--- src/rtl/exec_pkg.sv ---
// Shared encodings for the execute stage: ALU op codes, branch funct3 codes
// and the multiplier FSM state type.
package exec_pkg;

  localparam logic [3:0] ALU_AND  = 4'b0000;
  localparam logic [3:0] ALU_OR   = 4'b0001;
  localparam logic [3:0] ALU_ADD  = 4'b0010;
  localparam logic [3:0] ALU_XOR  = 4'b0011;
  localparam logic [3:0] ALU_SLL  = 4'b0100;
  localparam logic [3:0] ALU_SRL  = 4'b0101;
  localparam logic [3:0] ALU_SUB  = 4'b0110;
  localparam logic [3:0] ALU_SRA  = 4'b0111;
  localparam logic [3:0] ALU_SLT  = 4'b1000;
  localparam logic [3:0] ALU_SLTU = 4'b1001;
  localparam logic [3:0] ALU_MUL  = 4'b1010;

  localparam logic [2:0] BR_EQ  = 3'b000;
  localparam logic [2:0] BR_NE  = 3'b001;
  localparam logic [2:0] BR_LT  = 3'b100;
  localparam logic [2:0] BR_GE  = 3'b101;
  localparam logic [2:0] BR_LTU = 3'b110;
  localparam logic [2:0] BR_GEU = 3'b111;

  typedef enum logic [1:0] {
    ST_IDLE = 2'b00,
    ST_MUL  = 2'b01,
    ST_DONE = 2'b10
  } state_e;

endpackage

--- src/rtl/exec_alu.sv ---
// Combinational XLEN-wide ALU plus branch comparator (rs1 vs rs2).
// Under EXEC_MUL_EN the MUL code is legal here; the product comes from the top.
module exec_alu
  import exec_pkg::*;
#(
  parameter int XLEN = 64,
  localparam int SHW = $clog2(XLEN)
) (
  input  logic [XLEN-1:0] i_a,
  input  logic [XLEN-1:0] i_b,
  input  logic [XLEN-1:0] i_rs1,
  input  logic [XLEN-1:0] i_rs2,
  input  logic [3:0]      i_alu_ctrl,
  input  logic [2:0]      i_funct3,
  output logic [XLEN-1:0] o_result,
  output logic            o_illegal,
  output logic            o_cond
);

  logic [SHW-1:0] w_shamt;
  assign w_shamt = i_b[SHW-1:0];

  // ALU operation select
  always_comb begin
    o_result  = '0;
    o_illegal = 1'b0;
    case (i_alu_ctrl)
      ALU_AND:  o_result = i_a & i_b;
      ALU_OR:   o_result = i_a | i_b;
      ALU_ADD:  o_result = i_a + i_b;
      ALU_XOR:  o_result = i_a ^ i_b;
      ALU_SLL:  o_result = i_a << w_shamt;
      ALU_SRL:  o_result = i_a >> w_shamt;
      ALU_SUB:  o_result = i_a - i_b;
      ALU_SRA:  o_result = $signed(i_a) >>> w_shamt;
      ALU_SLT:  o_result = {{(XLEN-1){1'b0}}, ($signed(i_a) < $signed(i_b))};
      ALU_SLTU: o_result = {{(XLEN-1){1'b0}}, (i_a < i_b)};
`ifdef EXEC_MUL_EN
      ALU_MUL:  o_result = '0;
`else
      ALU_MUL:  o_illegal = 1'b1;
`endif
      default:  o_illegal = 1'b1;
    endcase
  end

  // Branch condition; funct3 010/011 are never taken
  always_comb begin
    o_cond = 1'b0;
    case (i_funct3)
      BR_EQ:   o_cond = (i_rs1 == i_rs2);
      BR_NE:   o_cond = (i_rs1 != i_rs2);
      BR_LT:   o_cond = ($signed(i_rs1) < $signed(i_rs2));
      BR_GE:   o_cond = ($signed(i_rs1) >= $signed(i_rs2));
      BR_LTU:  o_cond = (i_rs1 < i_rs2);
      BR_GEU:  o_cond = (i_rs1 >= i_rs2);
      default: o_cond = 1'b0;
    endcase
  end

endmodule

--- src/rtl/exec_unit_pipe.sv ---
// Execute stage with one registered valid/ready output slot.
// Macro EXEC_MUL_EN adds an iterative shift-add multiplier for ALU_MUL.
module exec_unit_pipe
  import exec_pkg::*;
#(
  parameter int XLEN = 64,
  localparam int SHW = $clog2(XLEN)
) (
  input  logic            clk,
  input  logic            reset,
  input  logic            in_valid,
  output logic            in_ready,
  input  logic [XLEN-1:0] pc,
  input  logic [XLEN-1:0] imm,
  input  logic [XLEN-1:0] rs1_data,
  input  logic [XLEN-1:0] rs2_data,
  input  logic [3:0]      alu_ctrl,
  input  logic            alu_src,
  input  logic            branch,
  input  logic [2:0]      funct3,
  output logic            out_valid,
  input  logic            out_ready,
  output logic [XLEN-1:0] alu_result,
  output logic            zero,
  output logic [XLEN-1:0] branch_target,
  output logic            branch_taken,
  output logic            illegal_op
);

  logic [XLEN-1:0] w_b, w_alu, w_target;
  logic            w_illegal, w_cond, w_taken, w_idle, w_xfer, w_drain, w_start_mul;

  logic            r_out_valid, r_zero, r_taken, r_illegal;
  logic [XLEN-1:0] r_result, r_target;

  assign w_b      = alu_src ? imm : rs2_data;
  assign w_target = pc + (imm << 1);
  assign w_taken  = branch & w_cond;
  assign w_xfer   = in_valid & in_ready;
  assign w_drain  = r_out_valid & out_ready;
  assign in_ready = ~reset & w_idle & (~r_out_valid | out_ready);

  exec_alu #(.XLEN(XLEN)) u_alu (
    .i_a        (rs1_data),
    .i_b        (w_b),
    .i_rs1      (rs1_data),
    .i_rs2      (rs2_data),
    .i_alu_ctrl (alu_ctrl),
    .i_funct3   (funct3),
    .o_result   (w_alu),
    .o_illegal  (w_illegal),
    .o_cond     (w_cond)
  );

`ifdef EXEC_MUL_EN
  state_e          r_state;
  logic [XLEN-1:0] r_mcand, r_mplier, r_acc, r_mul_target;
  logic [SHW-1:0]  r_cnt;
  logic            r_mul_taken;
  logic [XLEN-1:0] w_mul_final;

  assign w_idle      = (r_state == ST_IDLE);
  assign w_start_mul = w_xfer & (alu_ctrl == ALU_MUL);
  // DONE folds in the last partial product, so MUL only runs XLEN-1 steps
  assign w_mul_final = r_acc + (r_mplier[0] ? r_mcand : '0);

  // Multiplier FSM: capture operands, shift-add, hand off in DONE
  always_ff @(posedge clk) begin
    if (reset) begin
      r_state      <= ST_IDLE;
      r_mcand      <= '0;
      r_mplier     <= '0;
      r_acc        <= '0;
      r_cnt        <= '0;
      r_mul_target <= '0;
      r_mul_taken  <= 1'b0;
    end else begin
      case (r_state)
        ST_IDLE: begin
          if (w_start_mul) begin
            r_mcand      <= rs1_data;
            r_mplier     <= w_b;
            r_acc        <= '0;
            r_cnt        <= '0;
            r_mul_target <= w_target;
            r_mul_taken  <= w_taken;
            r_state      <= ST_MUL;
          end else begin
            r_state <= ST_IDLE;
          end
        end
        ST_MUL: begin
          r_acc    <= w_mul_final;
          r_mcand  <= r_mcand << 1;
          r_mplier <= r_mplier >> 1;
          r_cnt    <= r_cnt + SHW'(1);
          if (r_cnt == SHW'(XLEN - 2)) begin
            r_state <= ST_DONE;
          end else begin
            r_state <= ST_MUL;
          end
        end
        ST_DONE: r_state <= ST_IDLE;
        default: r_state <= ST_IDLE;
      endcase
    end
  end
`else
  assign w_idle      = 1'b1;
  assign w_start_mul = 1'b0;
`endif

  // Output slot: load on accept or multiply completion, clear on drain
  always_ff @(posedge clk) begin
    if (reset) begin
      r_out_valid <= 1'b0;
      r_result    <= '0;
      r_zero      <= 1'b0;
      r_target    <= '0;
      r_taken     <= 1'b0;
      r_illegal   <= 1'b0;
    end else if (w_xfer && !w_start_mul) begin
      r_out_valid <= 1'b1;
      r_result    <= w_alu;
      r_zero      <= (w_alu == '0);
      r_target    <= w_target;
      r_taken     <= w_taken;
      r_illegal   <= w_illegal;
`ifdef EXEC_MUL_EN
    end else if (r_state == ST_DONE) begin
      r_out_valid <= 1'b1;
      r_result    <= w_mul_final;
      r_zero      <= (w_mul_final == '0);
      r_target    <= r_mul_target;
      r_taken     <= r_mul_taken;
      r_illegal   <= 1'b0;
`endif
    end else if (w_drain) begin
      r_out_valid <= 1'b0;
    end else begin
      r_out_valid <= r_out_valid;
    end
  end

  assign out_valid     = r_out_valid;
  assign alu_result    = r_result;
  assign zero          = r_zero;
  assign branch_target = r_target;
  assign branch_taken  = r_taken;
  assign illegal_op    = r_illegal;

endmodule

--- config.mk ---
export PLATFORM = sky130hd
export DESIGN_NAME = exec_unit_pipe
export DESIGN_NICKNAME = d
export VERILOG_FILES = /design/src/rtl/exec_pkg.sv /design/src/rtl/exec_alu.sv /design/src/rtl/exec_unit_pipe.sv
export SDC_FILE = /design/constraint.sdc
export NUM_CORES = 2
export LEC_CHECK = 0
export BUFFER_PORTS_ARGS = -buffer_cell sky130_fd_sc_hd__clkbuf_2
export CAP_MARGIN = 20
export CORE_MARGIN = 4
export CORE_UTILIZATION = 43
export CTS_BUF_LIST = sky130_fd_sc_hd__clkbuf_8 sky130_fd_sc_hd__clkbuf_16
export CTS_CLUSTER_SIZE = 14
export DETAILED_ROUTE_END_ITERATION = 7
export PLACE_DENSITY = 0.68
export RECOVER_POWER = 100
export REMOVE_ABC_BUFFERS = 1
export SLEW_MARGIN = 10
export SYNTH_ARGS = -nofsm -noshare
export SYNTH_HDL_FRONTEND = slang
export SYNTH_SLANG_ARGS = --single-unit
--- constraint.sdc ---
create_clock -name clk -period 9.6 [get_ports clk]
set_clock_uncertainty 0.15 [all_clocks]
set_input_delay 2.4 -clock clk [delete_from_list [all_inputs] [get_ports clk]]
set_output_delay 2.4 -clock clk [all_outputs]
set_load 0.01 [all_outputs]
==> summary.md <==
| Metric | Value |
|---|---|
| Worst path arrival time | `9.50 ns` |
| Initial antenna violation count | `15` |
| Post CTS Setup Buffer Count | `0` |
| Drt first pass iters | `8` |
| Finished Layout Cells | `5559` |
| Routed vias | `39800` |
| Cell taking the most area after synthesis | `ha_1` |
| Number of global-route vias before repair | `36300` |
| Post_cts resized | `0` |
| Startpoint Class | `input port` |
| Max-Cap Viols | `4` |
| Clock latency on the worst-skew pair | `0.52 ns` |
| Top cell type's share of synthesized area | `0.131` |
| CP cell instances | `buf_4 > mux2i_1 > clkinvlp_2 > buf_12 > mux4_2 > mux2i_1 > mux2i_1 > a221o_1 > nor4_1 > buf_4 > nand4b_1 > nor4_1 > buf_4 > nand4bb_1 > or4_1 > nand4b_1 > or4_1 > nor4_1 > a32o_1` |
| Count of yosys warnings during synthesis | `0` |
| CTS buffer count | `17` |
| Most frequent cells after synthesis | `nand2_1, a21oi_1, nor2_1` |
| Site Rows | `97` |
| Lkg Pwr | `15.2 nW` |
| Mapped Cells | `4296` |
| DP Worst Slack | `0.440 ns` |
| # setup viols final | `0` |
| Synth async-reset ratio | `0` |
| TritonCTS clock tree | `built` |
| Busiest layer in global routing | `met2` |
| Final #Nets | `5193` |
| Critical setup path kind | `input port to flip-flop` |
| Tightest Hold Check Type | `flip-flop to flip-flop` |
| GR Util met3 | `0.197` |
| CTS Hold Bufs | `0` |
| Die width | `275 um` |
| Gpl congestion | `1.12` |
| Hold EP | `alu_result[33]$_SDFFE_PP0P_` |
| Worst reg2reg setup slack | `4.54 ns` |
| Cell area after synthesis | `0.0306 mm^2` |
| First-pass GRT wire length | `262000 um` |
| Vias/cell | `7.16` |
| Hold Startpoint | `alu_result[33]$_SDFFE_PP0P_` |
| CP startpoint | `alu_src` |
| Grt total ovfl | `0` |
| Mean Syn Cell Area | `7.12 um^2` |
| CP max stage cell | `mux2i_1` |
| Post-synth EDFFs | `0` |
| Power Density | `117 mW/mm^2` |
| Max-slew headroom | `-0.720` |
| WL final | `188000 um` |
| Hold-critical path depth | `2` |
| Reg-to-reg endpoint | `branch_target[42]$_SDFFE_PP0P_` |
| Final-report max-slew violation count | `112` |
| Most frequent cell after synthesis | `nand2_1` |
| Worst VDD drop | `0.0957 mV` |
| Die area | `0.0755 mm^2` |
| Reg2reg path depth | `6` |
| Initial Util | `0.436` |
| Layout overhead on the synthesized area | `13.0%` |
| Placed cell count | `5521` |
| Total DRC errors in the routed layout | `55` |
| Post-DRT Antenna Nets | `0` |
| Met1 usage | `0.621` |
| Tcrit/Tclk final | `0.956` |
| Final hold vios | `0` |
| Max clock buf depth | `2` |
| Synth top area cells | `ha_1, dfxtp_1, mux4_2` |
| Worst flop-to-flop path startpoint | `out_valid$_SDFFE_PP0P_` |
| Dominant synthesized flop cell | `dfxtp_1` |
| Hold WS | `0.291 ns` |
| Overall Global Routing Usage | `0.474` |
| Final core occ | `0.492` |
| Port bufs | `401` |
| Status | `finished with violations` |
| Crit Path Max Fanout | `86` |
| Final HPWL DP | `147000 um` |
| H-tree depth | `4` |
| Register area share after synthesis | `0.0863` |
| Grt met2 use | `0.671` |
| RSZ-0062 raised after global routing | `false` |
| Fmax | `109 MHz` |
| Count of cell types in the netlist | `95` |
| WP buf/inv | `5` |
| Core Box Area | `0.0703 mm^2` |
| CTS sink cnt | `132` |
| Critical path required time | `9.92 ns` |
| Pin count of the biggest net entering global routing | `108` |
| Worst slew pin tran | `2.58 ns` |
| Fin crit period | `9.18 ns` |
| Root buffer cell | `clkbuf_16` |
| Post-synthesis register bit count | `132` |
| Iter 0 DRT Violations | `6941` |
| Worst Slack Setup Final | `0.420 ns` |
| CP Capture Type | `flip-flop` |
| I/O pins | `402` |
| Die Ht | `275 um` |
| Layout cells sized above 1 | `0.137` |
| CP top delay family | `simple AND/OR/NAND/NOR gates` |
| Failing checks | `design-rule violations, max-capacitance violations, max-slew violations` |
| DR WL/cell | `33.8 um` |
| Slowest stage delay, CP | `0.77 ns` |
| Pwr Total | `4.05 mW` |
| Worst-path clk slew | `0.08 ns` |
==> cell usage in the layout (no fill, tap or decap), drive strengths merged, types with 43 or more instances in the layout <==
cell      n
a21oi   406
a21o     85
buf     153
nand3   176
mux4    113
nor4     43
xnor2    51
inv     286
mux2i   197
clkbuf  442
nand4    61
nor2    325
a22o     43
nand2   480
a211oi   54
o22ai    52
o21a     80
nor3     82
ha      320
o21ai   299
dfxtp   132
o211ai   52
==> final cells by class <==
cell class / count / area, um^2
fillers: 7297 / 35700
multi-input cells: 3591 / 25800
repair buffers: 577 / 3300
flip-flops and latches: 132 / 2640
well taps: 940 / 1180
inverters: 282 / 1060
clock buffers: 18 / 439
clock inverters: 14 / 160
diodes: 5 / 12.5
==> registers in the layout (all words and copies together) (netlist names) <==
name,count
branch_target,64
alu_result,64
out_valid,1
illegal_op,1
zero,1
branch_taken,1
==> report_power, final <==
part / internal [mW] / leakage [nW] / switching, mW / total (mW)
clock: 0.377 / 0.287 / 0.390 / 0.767
combinational: 0.859 / 13.8 / 1.79 / 2.65
sequential: 0.601 / 1.08 / 0.0309 / 0.632
==> per-layer routing <==
metal / up-vias / routed length (um)
li1: 16800 / -
met1: 19100 / 73100
met2: 3246 / 75600
met3: 648 / 28400
met4: 18 / 11000
met5: - / 165
==> worst max path at each step <==
| stage | end | cells past startpoint |
|---|---|---|
| floorplan | zero$_SDFFE_PP0P_ | 18 |
| global placement | zero$_SDFFE_PP0P_ | 20 |
| detailed placement | zero$_SDFFE_PP0P_ | 19 |
| CTS | zero$_SDFFE_PP0P_ | 19 |
| global route | zero$_SDFFE_PP0P_ | 19 |
| finish | zero$_SDFFE_PP0P_ | 19 |
==> per-stage QoR <==
step / setup TNS, ns / area (um^2)
detailed placement: 0 / 34200
finish: 0 / 34600
floorplan: -248.74 / 29400
global placement: 0 / 34200
CTS: 0 / 34800
global route: 0 / 34600
==> cell families after synthesis <==
logic type / synth area share
xor gates and xnor gates: 0.0246
AOI/OAI and AO/OA: 0.321
adders and majority gates: 0.133
muxes: 0.152
and+or+nand+nor: 0.208
buffers and inverters: 0.0748
DFF: 0.0863
==> worst min-delay path: cells and delay by family, from the launching register on <==
kind	cells	cell delay [ns]
and+or+nand+nor	2	0.09
DFF	1	0.31
(Power assumes the default switching activity.)
